==> src/rtl/gpio_in_cond_if.sv <==
// ic0 bus bundle between a master and the gpio_in_cond slave.
// Writes complete on any clk edge with wr_valid=1. A read is accepted in the
// cycle where rd_valid=1 and rd_ready_2=1; rd_data_2 is valid only then.
interface gpio_in_cond_if;
  logic        ic0_c_axi_mst_wr_valid;
  logic [31:0] ic0_axi_mst_wr_addr;
  logic [31:0] ic0_axi_mst_wr_data;
  logic        ic0_c_axi_mst_rd_valid;
  logic [31:0] ic0_axi_mst_rd_addr;
  logic        ic0_c_axi_slv_rd_ready_2;
  logic [31:0] ic0_axi_slv_rd_data_2;

  modport master (
    output ic0_c_axi_mst_wr_valid, ic0_axi_mst_wr_addr, ic0_axi_mst_wr_data,
    output ic0_c_axi_mst_rd_valid, ic0_axi_mst_rd_addr,
    input  ic0_c_axi_slv_rd_ready_2, ic0_axi_slv_rd_data_2
  );

  modport slave (
    input  ic0_c_axi_mst_wr_valid, ic0_axi_mst_wr_addr, ic0_axi_mst_wr_data,
    input  ic0_c_axi_mst_rd_valid, ic0_axi_mst_rd_addr,
    output ic0_c_axi_slv_rd_ready_2, ic0_axi_slv_rd_data_2
  );
endinterface

==> src/rtl/gpio_in_cond.sv <==
// Per-pin input conditioner: 2-flop sync, counter debounce, edge detect
// with latched W1C interrupt status, configured over the ic0 bus.
module gpio_in_cond #(
  parameter logic [31:0]      BASE    = 32'h80030000,
  parameter logic [31:0]      OFFSET  = 32'h00000200,
  parameter int               BW      = 8,
  parameter int               CNT_W   = 16,
  parameter logic [CNT_W-1:0] DEB_RST = '0
) (
  input  logic          clk,
  input  logic          c_sys_rst,
  input  logic [BW-1:0] pin_in,
  output logic [BW-1:0] pin_clean,
  output logic          irq,
  gpio_in_cond_if.slave ic0
);

  localparam logic [31:0] A_DEB   = BASE + OFFSET;
  localparam logic [31:0] A_RISE  = BASE + OFFSET + 32'h04;
  localparam logic [31:0] A_FALL  = BASE + OFFSET + 32'h08;
  localparam logic [31:0] A_STAT  = BASE + OFFSET + 32'h0C;
  localparam logic [31:0] A_CLEAN = BASE + OFFSET + 32'h10;
  localparam logic [CNT_W-1:0] CNT_ONE = 1;

  logic [BW-1:0]    s1, s2;
  logic [CNT_W-1:0] cnt     [BW];
  logic [CNT_W-1:0] cnt_nxt [BW];
  logic [CNT_W-1:0] debounce;
  logic [BW-1:0]    rise_en, fall_en, irq_status;
  logic [BW-1:0]    next_clean, rise, fall, clr;
  logic             wr_deb, wr_rise, wr_fall, wr_stat;
  logic             rd_ready;
  logic [31:0]      rd_data;

  assign wr_deb  = ic0.ic0_c_axi_mst_wr_valid && (ic0.ic0_axi_mst_wr_addr == A_DEB);
  assign wr_rise = ic0.ic0_c_axi_mst_wr_valid && (ic0.ic0_axi_mst_wr_addr == A_RISE);
  assign wr_fall = ic0.ic0_c_axi_mst_wr_valid && (ic0.ic0_axi_mst_wr_addr == A_FALL);
  assign wr_stat = ic0.ic0_c_axi_mst_wr_valid && (ic0.ic0_axi_mst_wr_addr == A_STAT);

  // The >= compare lets a lowered threshold take effect at once; the counter
  // only increments while below the threshold, so it can never wrap.
  always_comb begin
    next_clean = pin_clean;
    cnt_nxt    = '{default: '0};
    for (int i = 0; i < BW; i++) begin
      if (s2[i] != pin_clean[i]) begin
        if (cnt[i] >= debounce) next_clean[i] = s2[i];
        else                    cnt_nxt[i]    = cnt[i] + CNT_ONE;
      end
    end
  end

  assign rise = rise_en & ~pin_clean &  next_clean;
  assign fall = fall_en &  pin_clean & ~next_clean;
  assign clr  = wr_stat ? ic0.ic0_axi_mst_wr_data[BW-1:0] : '0;
  assign irq  = |irq_status;

  always_ff @(posedge clk or posedge c_sys_rst) begin
    if (c_sys_rst) begin
      s1         <= '0;
      s2         <= '0;
      pin_clean  <= '0;
      for (int i = 0; i < BW; i++) cnt[i] <= '0;
      debounce   <= DEB_RST;
      rise_en    <= '0;
      fall_en    <= '0;
      irq_status <= '0;
    end else begin
      s1         <= pin_in;
      s2         <= s1;
      pin_clean  <= next_clean;
      for (int i = 0; i < BW; i++) cnt[i] <= cnt_nxt[i];
      if (wr_deb)  debounce <= ic0.ic0_axi_mst_wr_data[CNT_W-1:0];
      if (wr_rise) rise_en  <= ic0.ic0_axi_mst_wr_data[BW-1:0];
      if (wr_fall) fall_en  <= ic0.ic0_axi_mst_wr_data[BW-1:0];
      // New events are ORed in after the clear, so a same-cycle set wins.
      irq_status <= (irq_status & ~clr) | rise | fall;
    end
  end

  always_comb begin
    rd_ready = 1'b0;
    rd_data  = 'x;
    if (ic0.ic0_c_axi_mst_rd_valid) begin
      case (ic0.ic0_axi_mst_rd_addr)
        A_DEB:   begin rd_ready = 1'b1; rd_data = 32'(debounce);   end
        A_RISE:  begin rd_ready = 1'b1; rd_data = 32'(rise_en);    end
        A_FALL:  begin rd_ready = 1'b1; rd_data = 32'(fall_en);    end
        A_STAT:  begin rd_ready = 1'b1; rd_data = 32'(irq_status); end
        A_CLEAN: begin rd_ready = 1'b1; rd_data = 32'(pin_clean);  end
        default: ;
      endcase
    end
  end

  assign ic0.ic0_c_axi_slv_rd_ready_2 = rd_ready;
  assign ic0.ic0_axi_slv_rd_data_2    = rd_data;

endmodule

==> src/flat_wrapper.sv <==
// flat-port wrapper written by rule: the top's interface ports become plain ports
module gpio_in_cond_flat 
#(
  parameter logic [31:0]      BASE    = 32'h80030000,
  parameter logic [31:0]      OFFSET  = 32'h00000200,
  parameter int               BW      = 8,
  parameter int               CNT_W   = 16,
  parameter logic [CNT_W-1:0] DEB_RST = '0
)
  (clk, c_sys_rst, pin_in, pin_clean, irq, ic0_ic0_c_axi_mst_wr_valid, ic0_ic0_axi_mst_wr_addr, ic0_ic0_axi_mst_wr_data, ic0_ic0_c_axi_mst_rd_valid, ic0_ic0_axi_mst_rd_addr, ic0_ic0_c_axi_slv_rd_ready_2, ic0_ic0_axi_slv_rd_data_2);
  gpio_in_cond_if ic0_i ();
  input  logic clk;
  input  logic c_sys_rst;
  input  logic [BW-1:0] pin_in;
  output logic [BW-1:0] pin_clean;
  output logic irq;
  input wire logic [$bits(ic0_i.ic0_c_axi_mst_wr_valid)-1:0] ic0_ic0_c_axi_mst_wr_valid;
  input wire logic [$bits(ic0_i.ic0_axi_mst_wr_addr)-1:0] ic0_ic0_axi_mst_wr_addr;
  input wire logic [$bits(ic0_i.ic0_axi_mst_wr_data)-1:0] ic0_ic0_axi_mst_wr_data;
  input wire logic [$bits(ic0_i.ic0_c_axi_mst_rd_valid)-1:0] ic0_ic0_c_axi_mst_rd_valid;
  input wire logic [$bits(ic0_i.ic0_axi_mst_rd_addr)-1:0] ic0_ic0_axi_mst_rd_addr;
  output wire logic [$bits(ic0_i.ic0_c_axi_slv_rd_ready_2)-1:0] ic0_ic0_c_axi_slv_rd_ready_2;
  output wire logic [$bits(ic0_i.ic0_axi_slv_rd_data_2)-1:0] ic0_ic0_axi_slv_rd_data_2;
  assign ic0_i.ic0_c_axi_mst_wr_valid = ic0_ic0_c_axi_mst_wr_valid;
  assign ic0_i.ic0_axi_mst_wr_addr = ic0_ic0_axi_mst_wr_addr;
  assign ic0_i.ic0_axi_mst_wr_data = ic0_ic0_axi_mst_wr_data;
  assign ic0_i.ic0_c_axi_mst_rd_valid = ic0_ic0_c_axi_mst_rd_valid;
  assign ic0_i.ic0_axi_mst_rd_addr = ic0_ic0_axi_mst_rd_addr;
  assign ic0_ic0_c_axi_slv_rd_ready_2 = ic0_i.ic0_c_axi_slv_rd_ready_2;
  assign ic0_ic0_axi_slv_rd_data_2 = ic0_i.ic0_axi_slv_rd_data_2;
  gpio_in_cond #(.BASE(BASE), .OFFSET(OFFSET), .BW(BW), .CNT_W(CNT_W), .DEB_RST(DEB_RST)) u_core (.clk(clk), .c_sys_rst(c_sys_rst), .pin_in(pin_in), .pin_clean(pin_clean), .irq(irq), .ic0(ic0_i));
endmodule
==> config.mk <==
export PLATFORM = sky130hd
export DESIGN_NAME = gpio_in_cond_flat
export DESIGN_NICKNAME = d
export VERILOG_FILES = /design/src/rtl/gpio_in_cond_if.sv /design/src/rtl/gpio_in_cond.sv /design/src/flat_wrapper.sv
export SDC_FILE = /design/constraint.sdc
export NUM_CORES = 1
export LEC_CHECK = 0
export CAP_MARGIN = 20
export CORE_MARGIN = 3
export CORE_UTILIZATION = 55
export CTS_BUF_LIST = sky130_fd_sc_hd__clkbuf_8
export DETAILED_ROUTE_END_ITERATION = 7
export GPL_TIMING_DRIVEN = 1
export PLACE_DENSITY = 0.79
export SKIP_CTS_REPAIR_TIMING = 1
export SLEW_MARGIN = 20
export SYNTH_ARGS = -nofsm -noshare
export SYNTH_HDL_FRONTEND = slang
export SYNTH_SLANG_ARGS = --single-unit
==> constraint.sdc <==
create_clock -name clk -period 7.4 [get_ports clk]
set_input_delay 1.11 -clock clk [delete_from_list [all_inputs] [get_ports clk]]
set_output_delay 1.11 -clock clk [all_outputs]
set_load 0.01 [all_outputs]
==> metrics.csv, run 1 <==
metric,value,unit
worst flop-to-flop path endpoint,u_core.cnt[99],
top-count cell post-synth,dfrtp_1,
RSZ-0062 raised after global routing,false,
die area,23190,um^2
"Buf+Inv Stages, Crit Path",3,
min-delay src,u_core.s1[5],
met1 global-route usage,0.3222,
"Most Used Layer, Global Route",met2,
CTS buffer count,17,
initial antenna violation count,0,
Initial DRC Count,475,
Crit. End Element,primary output,
Worst Hold Class,reg -> reg,
CP startpoint kind,primary input,
initial core utilization,0.5706,
Power Density,145.4,nW/um^2
Die Wd,152.3,um
sw frac,0.2390,
root buffer cell,clkbuf_8,
worst hold slack,357.3,ps
fmax,0.1944,GHz
slowest cell on the critical path,clkdlybuf4s50_1,
CP arrival,4030,ps
Worst Clk Skew,14.52,ps
Yosys warnings,0,
CP Launch Point,ic0_ic0_axi_mst_rd_addr[2],
cell area after synthesis,11770,um^2
ANT nets after route,0,
largest net degree at the start of global routing,112,
final-stage net count,1551,
syn avg cell area,9.915,um^2
cell taking the most area after synthesis,dfrtp_1,
grt total ovfl,0,
R2R cell count,7,
maximum vdd drop,0.1313,mV
Clock Latency Late Sink,480,ps
Final Hold Vio Count,0,
minimum clock period after layout,5144,ps
DR WL/cell,18.18,um
"EDFF count, synth",0,
drc violations,0,
hold depth,0,
H-tree depth,4,
Area contributors post-synth,"dfrtp_1 41%, ha_1 14%, xor2_1 5.2%, nor2_1 4.9%, xnor2_1 3.7%",
clock power share,0.383,
CP required,6290,ps
Critical R2R Launch,u_core.debounce[13],
Hold Path Sink,u_core.s2[5],
TritonCTS sink count,192,
worst-margin pin slew,970.4,ps
crit-path most repeated cell,clkdlybuf4s50_1,
"Seq/Total Area, Yosys",0.4083,
share of layout cells above drive strength 1,0.05833,
crit-path max cell delay,750,ps
"CP delay by family, top",buffers and inverters,
"Slew Viols, Final",0,
Total Neg Setup Slack,0,ps
crit share post-route,0.6952,
# setup viols final,0,
clock slew at reported path FFs,100,ps
Synth Flop Type,dfrtp_1,
Longest Clk Path Bufs,2,
DR vias,9191,
vias in the first global route,9163,
gr usage total,0.2506,
Post-Syn Instances,1187,
status,"finished, final reports clean",
Netlist cell types,52,
post-synth top area share,0.4083,
Int Power,1507,uW
IO Count,150,
via-per-instance ratio,5.781,
Layout area overhead,15.71,%
Flop pwr share,0.547,
critical path cell sequence,clkdlybuf4s50_1 > o21ai_0 > nor4b_4 > buf_4 > o221ai_1 > o21a_1 > clkdlybuf4s50_1,
gpl congestion,0.8803,
antenna cells,0,
Die Height,152.3,um
Crit Path Category,in -> out,
worst-path maximum fanout,13,
Comb power frac,0.070,
total of max-cap violations,0,
GR Layer Usage met3,0.04857,
PortBufs,117,
dpl hpwl,20460,um
Net Sw Power,473.2,uW
Synth async-reset ratio,1.000,
worst slew margin relative to its limit,0.3477,
WL final,28900,um
"flops & latches, synth",192,
worst reg-to-reg setup slack,4370,ps
GRT met2 Usage,0.4217,
first-pass GRT wire length,46930,um
Core Area,20620,um^2
Leak,0.006477,uW
Core Rows,52,
most frequent cells after synthesis,"192 x dfrtp_1, 154 x nor2_1, 136 x ha_1, 87 x nand2_1, 70 x xor2_1",
first-pass iteration count of the detailed router,5,
TritonCTS clock tree,built,
[worst reg2reg max path, delay by kind of cell (launching register included)]
family	cells	cell delay [ps]
AND/OR/NAND/NOR	5	1710
buffers and inverters	1	510
flip-flops	1	380
adder cells (fa/ha/maj)	1	290
[routing by layer]
metal | share of wire | up-vias | wire length, um
li1 | - | 4447 | -
met3 | 0.041 | 67 | 1186
met4 | 0.036 | 0 | 1034
met1 | 0.43 | 4485 | 12530
met2 | 0.49 | 192 | 14150
met5 | 0 | - | 0
[state kept, by name, summed over array words and instances (netlist names)]
signal / cells
u_core.s1: 8
u_core.cnt: 128
u_core.irq_status: 8
u_core.pin_clean: 8
u_core.s2: 8
u_core.fall_en: 8
u_core.rise_en: 8
u_core.debounce: 16
[worst max-delay path by stage]
stage,to,slack (ps),cells past startpoint
floorplan,u_core.cnt[0],1060,1
global placement,ic0_ic0_axi_slv_rd_data_2[1],2330,7
detailed placement,ic0_ic0_axi_slv_rd_data_2[1],2290,7
CTS,ic0_ic0_axi_slv_rd_data_2[1],2280,7
global route,ic0_ic0_axi_slv_rd_data_2[1],2100,7
finish,ic0_ic0_axi_slv_rd_data_2[1],2260,7
[final cells by class]
class	instances	area [um^2]
clock inverters	14	190.2
multi-input cells	929	6656
fillers	1630	7007
well taps	270	337.8
clock buffers	18	247.7
flip-flops and latches	192	4805
inverters	47	183.9
repair buffers	120	1197
[power by group through the flow]
stage | clock network, uW | registers (uW) | logic, uW
CTS | 769 | 1080 | 140
detailed placement | 0 | 1100 | 139
global placement | 0 | 1100 | 136
finish | 758 | 1080 | 139
global route | 813 | 1090 | 155
floorplan | 0 | 1100 | 73.9
[layout by cell type (no fill, tap or decap), types with 15 or more instances in the layout]
cell and instances:
dfrtp_1 192, nor2_1 154, ha_1 136, clkdlybuf4s50_1 117
nand2_1 87, xor2_1 70, nand3_1 69, xnor2_1 50
inv_1 48, a21oi_1 43, o21ai_0 40, nand4_1 39
nor3_1 27, and3_1 18, clkbuf_8 18, mux2_2 17
conb_1 16, nor4_1 15, and4_1 15, nand3b_1 15
[stage by stage]
stage	util	instance area [um^2]	setup WS, ps	std cells	total power [uW]
floorplan	-	11830	1063	1202	1171
global placement	0.6389	13180	2331	1558	1238
detailed placement	0.6389	13180	2292	1558	1242
CTS	0.6601	13610	2278	1590	1992
global route	0.6603	13620	2104	1590	2054
finish	0.6603	13620	2256	1590	1980
[kinds of logic (layout without fill, tap and decap cells)]
| group | count (synthesis) | count (layout) | share of synthesized area |
|---|---|---|---|
| xor+xnor | 120 | 120 | 0.08930 |
| compound gates | 145 | 145 | 0.07825 |
| mux | 33 | 33 | 0.03328 |
| other cells | 1 | 16 | 0.0003186 |
| fa+ha+maj | 136 | 136 | 0.1446 |
| simple gates | 479 | 479 | 0.2136 |
| flops | 192 | 192 | 0.4083 |
| buf+inv | 81 | 199 | 0.03243 |
No activity file was read; power rests on OpenSTA's default activity.
==> run 2, diff against run 1 <==
CORE_UTILIZATION = 52   (was 55)
clock period = 4.4 ns   (was 7.4 ns; I/O delays follow)
==> run 2 against run 1 <==
Effect of this change: combinational power up 74%; sequential share of layout area down 0.055 points; clock power up 53%; clock skew up 9.5 ps; largest cell class unchanged; first-iteration DRC count down 1.9%; global-route usage down 0.052 points; critical path type unchanged.
==> metrics.csv, run 2 (synthesized netlist as in run 1, its figures left out) <==
metric,value,unit,change
status,"finished, final reports clean",,
"Buf+Inv Stages, Crit Path",2,,-1
CP startpoint kind,primary input,,
IO Count,150,,unchanged
initial core utilization,0.5343,,-0.03630
Levels on crit path,7,,unchanged
total of max-cap violations,0,,unchanged
clock slew at reported path FFs,110,ps,about the same
Clock Latency Late Sink,490,ps,about the same
Core Rows,54,,+3.8%
gpl congestion,0.9023,,+2.5%
gr usage total,0.2501,,-0.0005181
Final Hold Vio Count,0,,unchanged
slowest cell on the critical path,or4_1,,
Worst Clk Skew,24.04,ps,+9.525 ps
Comb power frac,0.075,,+0.005
Crit. End Element,primary output,,
"CP delay by family, top",simple AND/OR/NAND/NOR gates,,
Net Sw Power,848.3,uW,+79%
DR WL/cell,18.68,um,+2.8%
Power Density,236.2,nW/um^2,+62%
Crit Path Category,in -> out,,
crit-path max cell delay,730,ps,-20 ps
Longest Clk Path Bufs,2,,unchanged
Layout area overhead,15.89,%,
first-pass GRT wire length,48050,um,+2.4%
antenna cells,0,,unchanged
ANT nets after route,0,,unchanged
CTS buffer count,17,,unchanged
worst reg-to-reg setup slack,1380,ps,-2990 ps
TritonCTS sink count,192,,unchanged
fillcell total,1794,,+10%
share of layout cells above drive strength 1,0.06335,,+0.005015
PortBufs,117,,unchanged
Int Power,2373,uW,+57%
Leak,0.006489,uW,+0.18%
Initial DRC Count,466,,-1.9%
Total Neg Setup Slack,0,ps,unchanged
root buffer cell,clkbuf_8,,
WL final,30000,um,+3.8%
final-stage net count,1557,,+0.39%
first-pass iteration count of the detailed router,5,,unchanged
crit-path most repeated cell,clkdlybuf4s50_1,,
hold depth,0,,unchanged
"most common cell after layout, fill and taps aside",dfrtp_1,,
Die Height,156.4,um,+2.7%
final core occ,0.6192,,-0.04104
"Slew Viols, Final",0,,unchanged
critical path cell sequence,clkdlybuf4s50_1 > nor4bb_1 > nand4_1 > or4_1 > o221ai_1 > o21a_1 > clkdlybuf4s50_1,,
sw frac,0.2633,,+0.02438
drc violations,0,,unchanged
Largest register FFs,128,,unchanged
grt total ovfl,0,,unchanged
most frequent cells in the layout,"192 x dfrtp_1, 154 x nor2_1, 136 x ha_1, 117 x clkdlybuf4s50_1, 87 x nand2_1",,
Critical R2R Launch,u_core.debounce[13],,
Reg with most FFs,u_core.cnt,,
# setup viols final,0,,unchanged
maximum vdd drop,0.2123,mV,+62%
clock power share,0.360,,-0.023
H-tree depth,4,,unchanged
vias in the first global route,9311,,+1.6%
via-per-instance ratio,5.798,,+0.31%
Worst Hold Class,reg -> reg,,
die area,24470,um^2,+5.5%
DR vias,9312,,+1.3%
min-delay src,u_core.s1[0],,
Core Area,22030,um^2,+6.8%
R2R cell count,7,,unchanged
RSZ-0062 raised after global routing,false,,
CP required,3740,ps,-2550 ps
minimum clock period after layout,4061,ps,
biggest regs,"u_core.cnt x128, u_core.debounce x16",,
worst-path maximum fanout,8,,-5
Die Wd,156.4,um,+2.7%
Hold Path Sink,u_core.s2[0],,
Flop pwr share,0.565,,+0.018
CP arrival,3400,ps,-630 ps
fmax,0.2462,GHz,
dpl hpwl,21460,um,+4.9%
worst-margin pin slew,923.3,ps,-47.10 ps
largest net degree at the start of global routing,92,,-18%
worst slew margin relative to its limit,0.3794,,+0.03166
worst flop-to-flop path endpoint,u_core.cnt[53],,
crit share post-route,0.9231,,
TritonCTS clock tree,built,,
initial antenna violation count,0,,unchanged
==> run 2: worst max-delay path by stage <==
| stage | from | to |
|---|---|---|
| 6_report | ic0_ic0_axi_mst_rd_addr[16] | ic0_ic0_axi_slv_rd_data_2[3] |
| 3_3_place_gp | ic0_ic0_axi_mst_rd_addr[15] | ic0_ic0_axi_slv_rd_data_2[3] |
| 5_1_grt | ic0_ic0_axi_mst_rd_addr[23] | ic0_ic0_axi_slv_rd_data_2[3] |
| 4_1_cts | ic0_ic0_axi_mst_rd_addr[16] | ic0_ic0_axi_slv_rd_data_2[3] |
| 2_1_floorplan | c_sys_rst | u_core.cnt[0] |
| 3_5_place_dp | ic0_ic0_axi_mst_rd_addr[16] | ic0_ic0_axi_slv_rd_data_2[3] |
==> run 2: final cells by class <==
type	instances	area, um^2	share of cell area
Clock buffer	17	234.0	0.01715
Clock inverter	15	150.1	0.01101
Inverter	47	180.2	0.01321
Multi-Input combinational cell	929	6656	0.4880
Sequential cell	192	4805	0.3523
Tap cell	280	350.3	0.02569
Timing Repair Buffer	126	1264	0.09265
==> run 2: stage by stage <==
step / instances / total power (uW) / setup slack (ps) / hold WS, ps / instance area [um^2]
floorplan: 1202 / 1970 / 1264 / 331.2 / 11830
global placement: 1574 / 2089 / 363.3 / 332.8 / 13260
detailed placement: 1574 / 2097 / 338.3 / 337.1 / 13260
CTS: 1606 / 3246 / 332.6 / 351.6 / 13640
global route: 1606 / 3349 / 242.2 / 354.7 / 13640
finish: 1606 / 3222 / 338.6 / 348.3 / 13640
==> run 2: worst reg2reg max path: cells and delay by family (launching register included) <==
kind / cells / cell delay [ps]
fa+ha+maj: 1 / 300
buf+inv: 1 / 500
flops: 1 / 380
simple gates: 5 / 1690
==> run 2: routing by layer <==
| layer | wire [um] | share of wire | vias to the layer above | GRT usage |
|---|---|---|---|---|
| li1 | - | - | 4454 | - |
| met1 | 12830 | 0.43 | 4560 | 0.3215 |
| met2 | 14490 | 0.48 | 224 | 0.4194 |
| met3 | 1555 | 0.052 | 74 | 0.04591 |
| met4 | 1132 | 0.038 | 0 | 0.1000 |
| met5 | 0 | 0 | - | 0 |
==> run 2: power by group through the flow <==
stage	registers, uW	logic, uW	clock network [uW]
5_1_grt	1830	267	1260
6_report	1820	242	1160
3_3_place_gp	1850	236	0
4_1_cts	1820	244	1180
2_1_floorplan	1850	125	0
3_5_place_dp	1850	243	0
==> run 3, diff against run 2 <==
CORE_UTILIZATION = 55   (was 52)
clock period = 4.94 ns   (was 4.4 ns; I/O delays follow)
==> run 3 against run 2 <==
Effect of this change: hold slack improved by 6.2 ps; wire length fell by 0.22%; global-route usage grew 0.67 points; sequential cell count unchanged; clock power fell by 14%; first-iteration DRC count up 42%.
==> metrics.csv, run 3 (synthesized netlist as in run 1, its figures left out) <==
metric,value,unit,change
Crit. End Element,primary output,,
final-stage net count,1557,,unchanged
biggest regs,"u_core.cnt x128, u_core.debounce x16",,
H-tree depth,4,,unchanged
CTS buffer count,17,,unchanged
gr usage total,0.2568,,+0.006693
critical path cell sequence,clkdlybuf4s50_1 > nor4bb_1 > nand4_1 > or4_1 > o221ai_1 > o21a_1 > clkdlybuf4s50_1,,
Critical R2R Launch,u_core.debounce[11],,
Largest register FFs,128,,unchanged
"Slew Viols, Final",0,,unchanged
Die Wd,152.3,um,-2.7%
TritonCTS clock tree,built,,
CP required,4200,ps,+460 ps
CP startpoint kind,primary input,,
crit-path most repeated cell,clkdlybuf4s50_1,,
worst reg-to-reg setup slack,1900,ps,+520 ps
initial antenna violation count,0,,unchanged
Power Density,208.3,nW/um^2,-12%
gpl congestion,0.8611,,-4.6%
Crit Path Category,in -> out,,
Final Hold Vio Count,0,,unchanged
Core Rows,52,,-3.7%
first-pass GRT wire length,48210,um,+0.33%
RSZ-0062 raised after global routing,false,,
final core occ,0.6609,,+0.04165
Leak,0.006475,uW,-0.21%
Reg with most FFs,u_core.cnt,,
antenna cells,0,,unchanged
share of layout cells above drive strength 1,0.06410,,+0.0007541
maximum vdd drop,0.1946,mV,-8.3%
slowest cell on the critical path,or4_1,,
initial core utilization,0.5706,,+0.03630
TritonCTS sink count,192,,unchanged
worst-path maximum fanout,8,,unchanged
"most common cell after layout, fill and taps aside",dfrtp_1,,
worst-margin pin slew,941.2,ps,+17.93 ps
Levels on crit path,7,,unchanged
first-pass iteration count of the detailed router,5,,unchanged
hold depth,0,,unchanged
Die Height,152.3,um,-2.7%
worst slew margin relative to its limit,0.3673,,-0.01205
status,"finished, final reports clean",,
Longest Clk Path Bufs,2,,unchanged
ANT nets after route,0,,unchanged
total of max-cap violations,0,,unchanged
WL final,29940,um,-0.22%
Initial DRC Count,660,,+42%
vias in the first global route,9379,,+0.73%
dpl hpwl,21250,um,-0.99%
DR vias,9349,,+0.40%
IO Count,150,,unchanged
root buffer cell,clkbuf_8,,
"Buf+Inv Stages, Crit Path",2,,unchanged
minimum clock period after layout,4522,ps,
drc violations,0,,unchanged
PortBufs,117,,unchanged
Worst Hold Class,reg -> reg,,
DR WL/cell,18.76,um,+0.40%
Worst Clk Skew,12.87,ps,-11.18 ps
worst flop-to-flop path endpoint,u_core.cnt[99],,
Core Area,20620,um^2,-6.4%
grt total ovfl,0,,unchanged
crit-path max cell delay,770,ps,+40 ps
Total Neg Setup Slack,0,ps,unchanged
Layout area overhead,15.82,%,about the same
via-per-instance ratio,5.858,,+1.0%
largest net degree at the start of global routing,60,,-35%
fmax,0.2211,GHz,
die area,23190,um^2,-5.2%
R2R cell count,7,,unchanged
crit share post-route,0.9154,,
min-delay src,u_core.s1[0],,
CP arrival,3780,ps,+380 ps
# setup viols final,0,,unchanged
most frequent cells in the layout,"192 x dfrtp_1, 154 x nor2_1, 136 x ha_1, 117 x clkdlybuf4s50_1, 87 x nand2_1",,
"CP delay by family, top",simple AND/OR/NAND/NOR gates,,
Hold Path Sink,u_core.s2[0],,
Clock Latency Late Sink,480,ps,about the same
clock slew at reported path FFs,100,ps,about the same
[run 3: cell types whose count changed in the layout (fill, tap and decap cells not counted), sizes merged]
cell and delta:
clkinv +2, inv -8, clkinvlp +4, clkbuf +2
[run 3: layer usage]
layer / vias up / track usage / routed length (um)
met5: - / 0 / 0
met2: 240 / 0.4257 / 14570
li1: 4451 / - / -
met3: 66 / 0.03579 / 1213
met4: 0 / 0.1070 / 1052
met1: 4592 / 0.3406 / 13100
[run 3: area by class of cell]
| type | instances | area [um^2] |
|---|---|---|
| clock inverter | 13 | 113.9 |
| clock buffer | 19 | 261.5 |
| timing repair buffer | 126 | 1276 |
| inverter | 47 | 180.2 |
| multi-input combinational | 929 | 6656 |
| fill | 1635 | 6994 |
| tap | 270 | 337.8 |
| sequential | 192 | 4805 |
[run 3: stage by stage]
stage	setup WS, ps	area (um^2)	hold slack, ps	cells	power, uW
after global placement	615.4	13240	332.0	1563	1859
after global routing	326.0	13630	365.5	1596	2943
final	417.8	13630	354.5	1596	2840
after floorplan	1723	11830	331.2	1202	1754
after CTS	464.3	13630	352.3	1596	2854
after detailed placement	549.8	13260	334.7	1564	1868
[run 3: worst max path at each step]
stage,endpoint,startpoint
2_1_floorplan,u_core.cnt[0],c_sys_rst
3_3_place_gp,ic0_ic0_axi_slv_rd_data_2[3],ic0_ic0_axi_mst_rd_addr[17]
3_5_place_dp,ic0_ic0_axi_slv_rd_data_2[3],ic0_ic0_axi_mst_rd_addr[17]
4_1_cts,ic0_ic0_axi_slv_rd_data_2[2],ic0_ic0_axi_mst_rd_addr[17]
5_1_grt,ic0_ic0_axi_slv_rd_data_2[2],ic0_ic0_axi_mst_rd_addr[17]
6_report,ic0_ic0_axi_slv_rd_data_2[2],ic0_ic0_axi_mst_rd_addr[17]
[run 3: worst reg2reg max path, stage by stage (launching register included)]
cell and delay [ps]:
dfrtp_1 380, inv_1 590, ha_1 280, nand2_1 70
nor3_1 270, or4b_2 650, nand4_1 540, nor2_1 140
[run 3: power by group]
group          internal, uW  switching (uW)  leakage [uW]
Sequential             1590            28.4       0.00255
Clock                   424             577      0.000180
Combinational           106             111       0.00375
